[src/rtl/cache_line_req_sequencer.sv]
// Walks the cache lines covered by one reference block and issues one line request per handshake.
// Optional CL_REQ_COL_MAJOR_EN selects column-major walk order (default: row-major).
module cache_line_req_sequencer #(
  parameter int unsigned C_L_H_SIZE = 3,
  parameter int unsigned C_L_V_SIZE = 2,
  parameter int unsigned X_WDTH     = 12,
  parameter int unsigned Y_WDTH     = 12
) (
  input  logic                         clk,
  input  logic                         reset,
  input  logic                         blk_valid_in,
  output logic                         blk_ready_out,
  input  logic [X_WDTH-1:0]            start_x_in,
  input  logic [Y_WDTH-1:0]            start_y_in,
  input  logic [1:0]                   delta_x_in,
  input  logic [1:0]                   delta_y_in,
  output logic                         req_valid_out,
  input  logic                         req_ready_in,
  output logic [X_WDTH-C_L_H_SIZE-1:0] req_line_x_out,
  output logic [Y_WDTH-C_L_V_SIZE-1:0] req_line_y_out,
  output logic [3:0]                   req_idx_out,
  output logic                         req_last_out
);

  localparam int unsigned LineXW = X_WDTH - C_L_H_SIZE;
  localparam int unsigned LineYW = Y_WDTH - C_L_V_SIZE;

  typedef enum logic [0:0] {StIdle, StIssue} state_e;

  state_e            state_q;
  logic [LineXW-1:0] base_x_q;
  logic [LineYW-1:0] base_y_q;
  logic [1:0]        dx_q, dy_q;
  logic [1:0]        col_q, row_q;
  logic [1:0]        col_d, row_d;
  logic [LineXW-1:0] start_line_x;
  logic [LineYW-1:0] start_line_y;
  logic              req_hs;
  logic              blk_accept;

  assign start_line_x  = LineXW'(start_x_in >> C_L_H_SIZE);
  assign start_line_y  = LineYW'(start_y_in >> C_L_V_SIZE);
  assign req_hs        = req_valid_out & req_ready_in;
  assign blk_ready_out = (state_q == StIdle) | ((state_q == StIssue) & req_hs & req_last_out);
  assign blk_accept    = blk_valid_in & blk_ready_out;

  // Position of the next line; only consumed on a non-last handshake, so no overflow guard.
  always_comb begin
    col_d = col_q;
    row_d = row_q;
`ifdef CL_REQ_COL_MAJOR_EN
    if (row_q == dy_q) begin
      row_d = 2'd0;
      col_d = col_q + 2'd1;
    end else begin
      row_d = row_q + 2'd1;
    end
`else
    if (col_q == dx_q) begin
      col_d = 2'd0;
      row_d = row_q + 2'd1;
    end else begin
      col_d = col_q + 2'd1;
    end
`endif
  end

  always_ff @(posedge clk) begin
    if (reset) begin
      state_q        <= StIdle;
      base_x_q       <= '0;
      base_y_q       <= '0;
      dx_q           <= '0;
      dy_q           <= '0;
      col_q          <= '0;
      row_q          <= '0;
      req_valid_out  <= 1'b0;
      req_line_x_out <= '0;
      req_line_y_out <= '0;
      req_idx_out    <= '0;
      req_last_out   <= 1'b0;
    end else if (blk_accept) begin
      // Covers both the idle accept and the bubble-free accept on a last handshake.
      state_q        <= StIssue;
      base_x_q       <= start_line_x;
      base_y_q       <= start_line_y;
      dx_q           <= delta_x_in;
      dy_q           <= delta_y_in;
      col_q          <= 2'd0;
      row_q          <= 2'd0;
      req_valid_out  <= 1'b1;
      req_line_x_out <= start_line_x;
      req_line_y_out <= start_line_y;
      req_idx_out    <= 4'd0;
      req_last_out   <= (delta_x_in == 2'd0) && (delta_y_in == 2'd0);
    end else if (req_hs) begin
      if (req_last_out) begin
        state_q       <= StIdle;
        req_valid_out <= 1'b0;
        req_last_out  <= 1'b0;
      end else begin
        col_q          <= col_d;
        row_q          <= row_d;
        req_line_x_out <= base_x_q + LineXW'(col_d);
        req_line_y_out <= base_y_q + LineYW'(row_d);
        req_idx_out    <= req_idx_out + 4'd1;
        req_last_out   <= (col_d == dx_q) && (row_d == dy_q);
      end
    end
  end

endmodule

[config.mk]
export PLATFORM = sky130hd
export DESIGN_NAME = cache_line_req_sequencer
export DESIGN_NICKNAME = d
export VERILOG_FILES = /design/src/rtl/cache_line_req_sequencer.sv
export SDC_FILE = /design/constraint.sdc
export NUM_CORES = 1
export LEC_CHECK = 0
export CORE_ASPECT_RATIO = 0.7
export CORE_MARGIN = 2
export CORE_UTILIZATION = 44
export CTS_CLUSTER_SIZE = 8
export DETAILED_ROUTE_END_ITERATION = 6
export HOLD_SLACK_MARGIN = 0.02
export PLACE_DENSITY = 0.77
export SLEW_MARGIN = 25
export SYNTH_ARGS = -nofsm -noshare
export SYNTH_HDL_FRONTEND = slang
export SYNTH_SLANG_ARGS = --single-unit
[constraint.sdc]
create_clock -name clk -period 3.1 [get_ports clk]
set_input_delay 0.31 -clock clk [delete_from_list [all_inputs] [get_ports clk]]
set_output_delay 0.31 -clock clk [all_outputs]
set_load 0.005 [all_outputs]
==> impl_metrics.sql <==
INSERT INTO impl_metrics (metric_group, metric, value, unit) VALUES
('sta', 'timing.final.max_slew_violations', '0', ''),
('cells_and_area', 'final-seq-area', '0.00104', 'mm²'),
('cells_and_area', 'final_layout_size_suffix_gt1_frac', '0.0739', ''),
('global_routing', 'groute.usage.overall', '0.197', ''),
('global_routing', 'grt_pass1_wl', '9.54', 'mm'),
('worst_setup_path', 'longest_individual_stage_delay_on_the_worst_path', '480', 'ps'),
('worst_setup_path', 'ff2ff_path_depth', '11', ''),
('cells_and_area', 'layout.filler_cells', '463', ''),
('route', 'drt_pass1_iterations', '4', ''),
('pwr', 'power.total', '1.52', 'mW'),
('worst_setup_path', 'critPathRequiredTime', '3310', 'ps'),
('clock_tree', 'cts_tree', 'yes', ''),
('hold_path', 'number_of_instances_on_the_worst_hold_path', '2', ''),
('clock_tree', 'cts.path.max_buffers', '2', ''),
('worst_setup_path', 'worst_path_max_delay_cell', 'dfxtp_1', ''),
('sta', 'maxSlewHeadroom', '0.566', ''),
('worst_setup_path', 'crit_family', 'simple AND/OR/NAND/NOR gates', ''),
('place', 'portBuffers', '52', ''),
('yosys', 'synth-warning-count', '0', ''),
('status', 'status', 'finished clean', ''),
('global_routing', 'grt_max_degree', '41', ''),
('worst_setup_path', 'r2r-end', 'req_line_x_out[8]$_SDFFE_PP0P_', ''),
('clock_tree', 'insertion_delay', '310', 'ps'),
('worst_setup_path', 'setup.worst_path.end_class', 'register', ''),
('sta', 'maxClockFrequency', '378', 'MHz'),
('worst_setup_path', 'worst_path_class_setup', 'register to register', ''),
('route', 'drt.antenna.violating_nets', '0', ''),
('route', 'drt_iter0_markers', '146', ''),
('sta', 'finalHoldViolations', '0', ''),
('pwr', 'powerDensity', '476', 'mW/mm²'),
('worst_setup_path', 'r2r-start', 'col_q[0]$_SDFFE_PP0P_', ''),
('clock_tree', 'cts.sink_count', '52', ''),
('sta', 'max_slew.worst_pin.slew', '651', 'ps'),
('worst_setup_path', 'critPathArrivalTime', '2850', 'ps'),
('clock_tree', 'post_cts.resized_instances', '0', ''),
('yosys', 'synth.ff_latch_count', '52', ''),
('cells_and_area', 'layout.nets', '390', ''),
('worst_setup_path', 'path_max_fanout', '10', ''),
('yosys', 'syn_nets', '341', ''),
('route', 'routed_wire_length_per_instance', '13.8', 'µm'),
('floorplan', 'overall_die_height', '66.8', 'µm'),
('hold_path', 'worstHoldEndpoint', 'base_y_q[9]$_SDFFE_PP0P_', ''),
('sta', 'fin_worst_skew', '8.78', 'ps'),
('yosys', 'ys_types', '41', ''),
('run', 'max-cap-violations', '0', ''),
('route', 'detail_route.drc_violations', '0', ''),
('clock_tree', 'cts_made_buffers', '5', ''),
('floorplan', 'start_util', '0.464', ''),
('floorplan', 'fp.dieArea', '0.00625', 'mm²'),
('yosys', 'synth-seq-area-share', '0.420', ''),
('global_routing', 'vias_in_the_first_global_route', '2060', ''),
('route', 'drt-total-wl', '5.85', 'mm'),
('cells_and_area', 'multi_input_area', '0.00134', 'mm²'),
('yosys', 'synth-async-reset-ratio', '0', ''),
('sta', 'period_share', '0.854', ''),
('floorplan', 'die_x', '93.7', 'µm'),
('yosys', 'synthesis.area', '0.00248', 'mm²'),
('worst_setup_path', 'worstPathCellList', 'nor2b_2 -> nor3_4 -> nor2_1 -> ha_1 -> inv_1 -> fa_1 -> nand3b_1 -> nor2_1 -> nand3_1 -> xnor2_1 -> a31o_2', ''),
('worst_setup_path', 'startpoint_class_of_the_critical_path', 'register', ''),
('pwr', 'ir_worst_vdd', '242', 'µV'),
('clock_tree', 'ctsHoldBuffers', '0', ''),
('global_routing', 'grt.overflow.total', '0', ''),
('clock_tree', 'cts-root-buf', 'clkbuf_8', ''),
('place', 'detailed_place_hpwl', '4.04', 'mm'),
('hold_path', 'hold_path.startpoint', 'base_y_q[9]$_SDFFE_PP0P_', ''),
('sta', 'grt_setup_unrepaired', 'false', ''),
('sta', 'final-setup-viol-count', '0', ''),
('place', 'place_congestion', '0.779', ''),
('clock_tree', 'clk_transition_reported_paths', '90', 'ps'),
('route', 'route.vias.total', '2250', ''),
('route', 'vias_per_cell', '5.31', '');
-- worst max-delay path by stage --
stage / start / endpoint / cells after the start
final: col_q[0]$_SDFFE_PP0P_ / req_line_x_out[8]$_SDFFE_PP0P_ / 11
after global routing: col_q[0]$_SDFFE_PP0P_ / req_line_x_out[8]$_SDFFE_PP0P_ / 11
after CTS: col_q[0]$_SDFFE_PP0P_ / req_line_x_out[8]$_SDFFE_PP0P_ / 11
after detailed placement: col_q[0]$_SDFFE_PP0P_ / req_line_x_out[8]$_SDFFE_PP0P_ / 11
after global placement: col_q[0]$_SDFFE_PP0P_ / req_line_x_out[8]$_SDFFE_PP0P_ / 11
after floorplan: col_q[0]$_SDFFE_PP0P_ / req_line_x_out[8]$_SDFFE_PP0P_ / 11
-- worst register-to-register path: stages, from the launching register on --
cell and delay, ps:
dfxtp_1 480, nor2b_2 300, nor3_4 110, nor2_1 130, ha_1 200, inv_1 60, fa_1 380, nand3b_1 210
nor2_1 200, nand3_1 120, xnor2_1 140, a31o_2 230
-- cells by family after synthesis --
logic type / share of synthesized area
AOI/OAI and AO/OA: 0.175
muxes: 0.0237
xor gates and xnor gates: 0.0814
buffers and inverters: 0.0379
and+or+nand+nor: 0.220
adders and majority gates: 0.0414
DFF: 0.420
-- cells in the mapped netlist, types with 2 or more instances --
master    number  share of area
mux2_2         3          0.014
a21oi_1       48          0.097
and2_1         2         0.0051
nor2b_2        2         0.0071
ha_1           5          0.025
buf_2          6          0.012
o221a_2        2         0.0091
o21ai_0        7          0.014
nand3_1        4         0.0081
nand2_1       69           0.10
o221ai_1       4          0.014
inv_1          7          0.011
nor2_1        21          0.032
a21o_1         2         0.0061
dfxtp_1       52           0.42
nand4_1        4          0.010
clkbuf_1       9          0.014
xnor2_1        7          0.025
and4_1         3          0.011
o211ai_1       5          0.015
xor2_1        16          0.057
nor4_1         3         0.0076
nor2b_1        2         0.0051
fa_1           2          0.016
-- flip-flops by register name, summed over array words and instances, names as in the netlist --
signal,flops
state_q,1
req_line_y_out,10
dx_q,2
base_y_q,10
col_q,2
base_x_q,9
req_line_x_out,9
req_last_out,1
req_idx_out,4
dy_q,2
row_q,2
-- layer usage --
layer / GRT usage / vias up / share of wire
met4: 0.0670 / 0 / 0.012
met2: 0.314 / 81 / 0.44
met1: 0.266 / 1036 / 0.48
li1: - / 1126 / -
met3: 0.0419 / 7 / 0.064
met5: 0 / - / 0
-- layout make-up --
type,instances,share of cell area
clock buffers,7,0.0302
multi-input cells,227,0.420
well taps,72,0.0282
flip-flops and latches,52,0.326
inverters,7,0.00824
repair buffers,58,0.177
clock inverters,1,0.00941
-- placed cells by master (no fill, tap or decap), types with 5 or more instances in the layout --
cell | netlist | final
xor2_1 | 16 | 16
nor2_1 | 21 | 21
ha_1 | 5 | 5
buf_4 | 0 | 6
o21ai_0 | 7 | 7
nand2_1 | 69 | 69
clkdlybuf4s50_1 | 0 | 52
dfxtp_1 | 52 | 52
inv_1 | 7 | 7
clkbuf_8 | 0 | 7
o211ai_1 | 5 | 5
xnor2_1 | 7 | 7
a21oi_1 | 48 | 48
-- per-stage QoR --
| stage | instance area [µm²] | instances | util | worst slack, ps | hold slack, ps |
|---|---|---|---|---|---|
| 6_report | 3190 | 424 | 0.597 | 454 | 468 |
| 5_1_grt | 3190 | 424 | 0.597 | 200 | 498 |
| 4_1_cts | 3190 | 424 | 0.597 | 427 | 471 |
| 3_5_place_dp | 3060 | 416 | 0.574 | 471 | 458 |
| 3_3_place_gp | 3060 | 416 | 0.574 | 562 | 449 |
| 2_1_floorplan | 2480 | 302 | - | 742 | 439 |
-- report_power, final --
part           switching, mW  internal [mW]
Clock                  0.227          0.285
Sequential            0.0348          0.710
Combinational          0.124          0.137
(Power assumes the default switching activity.)
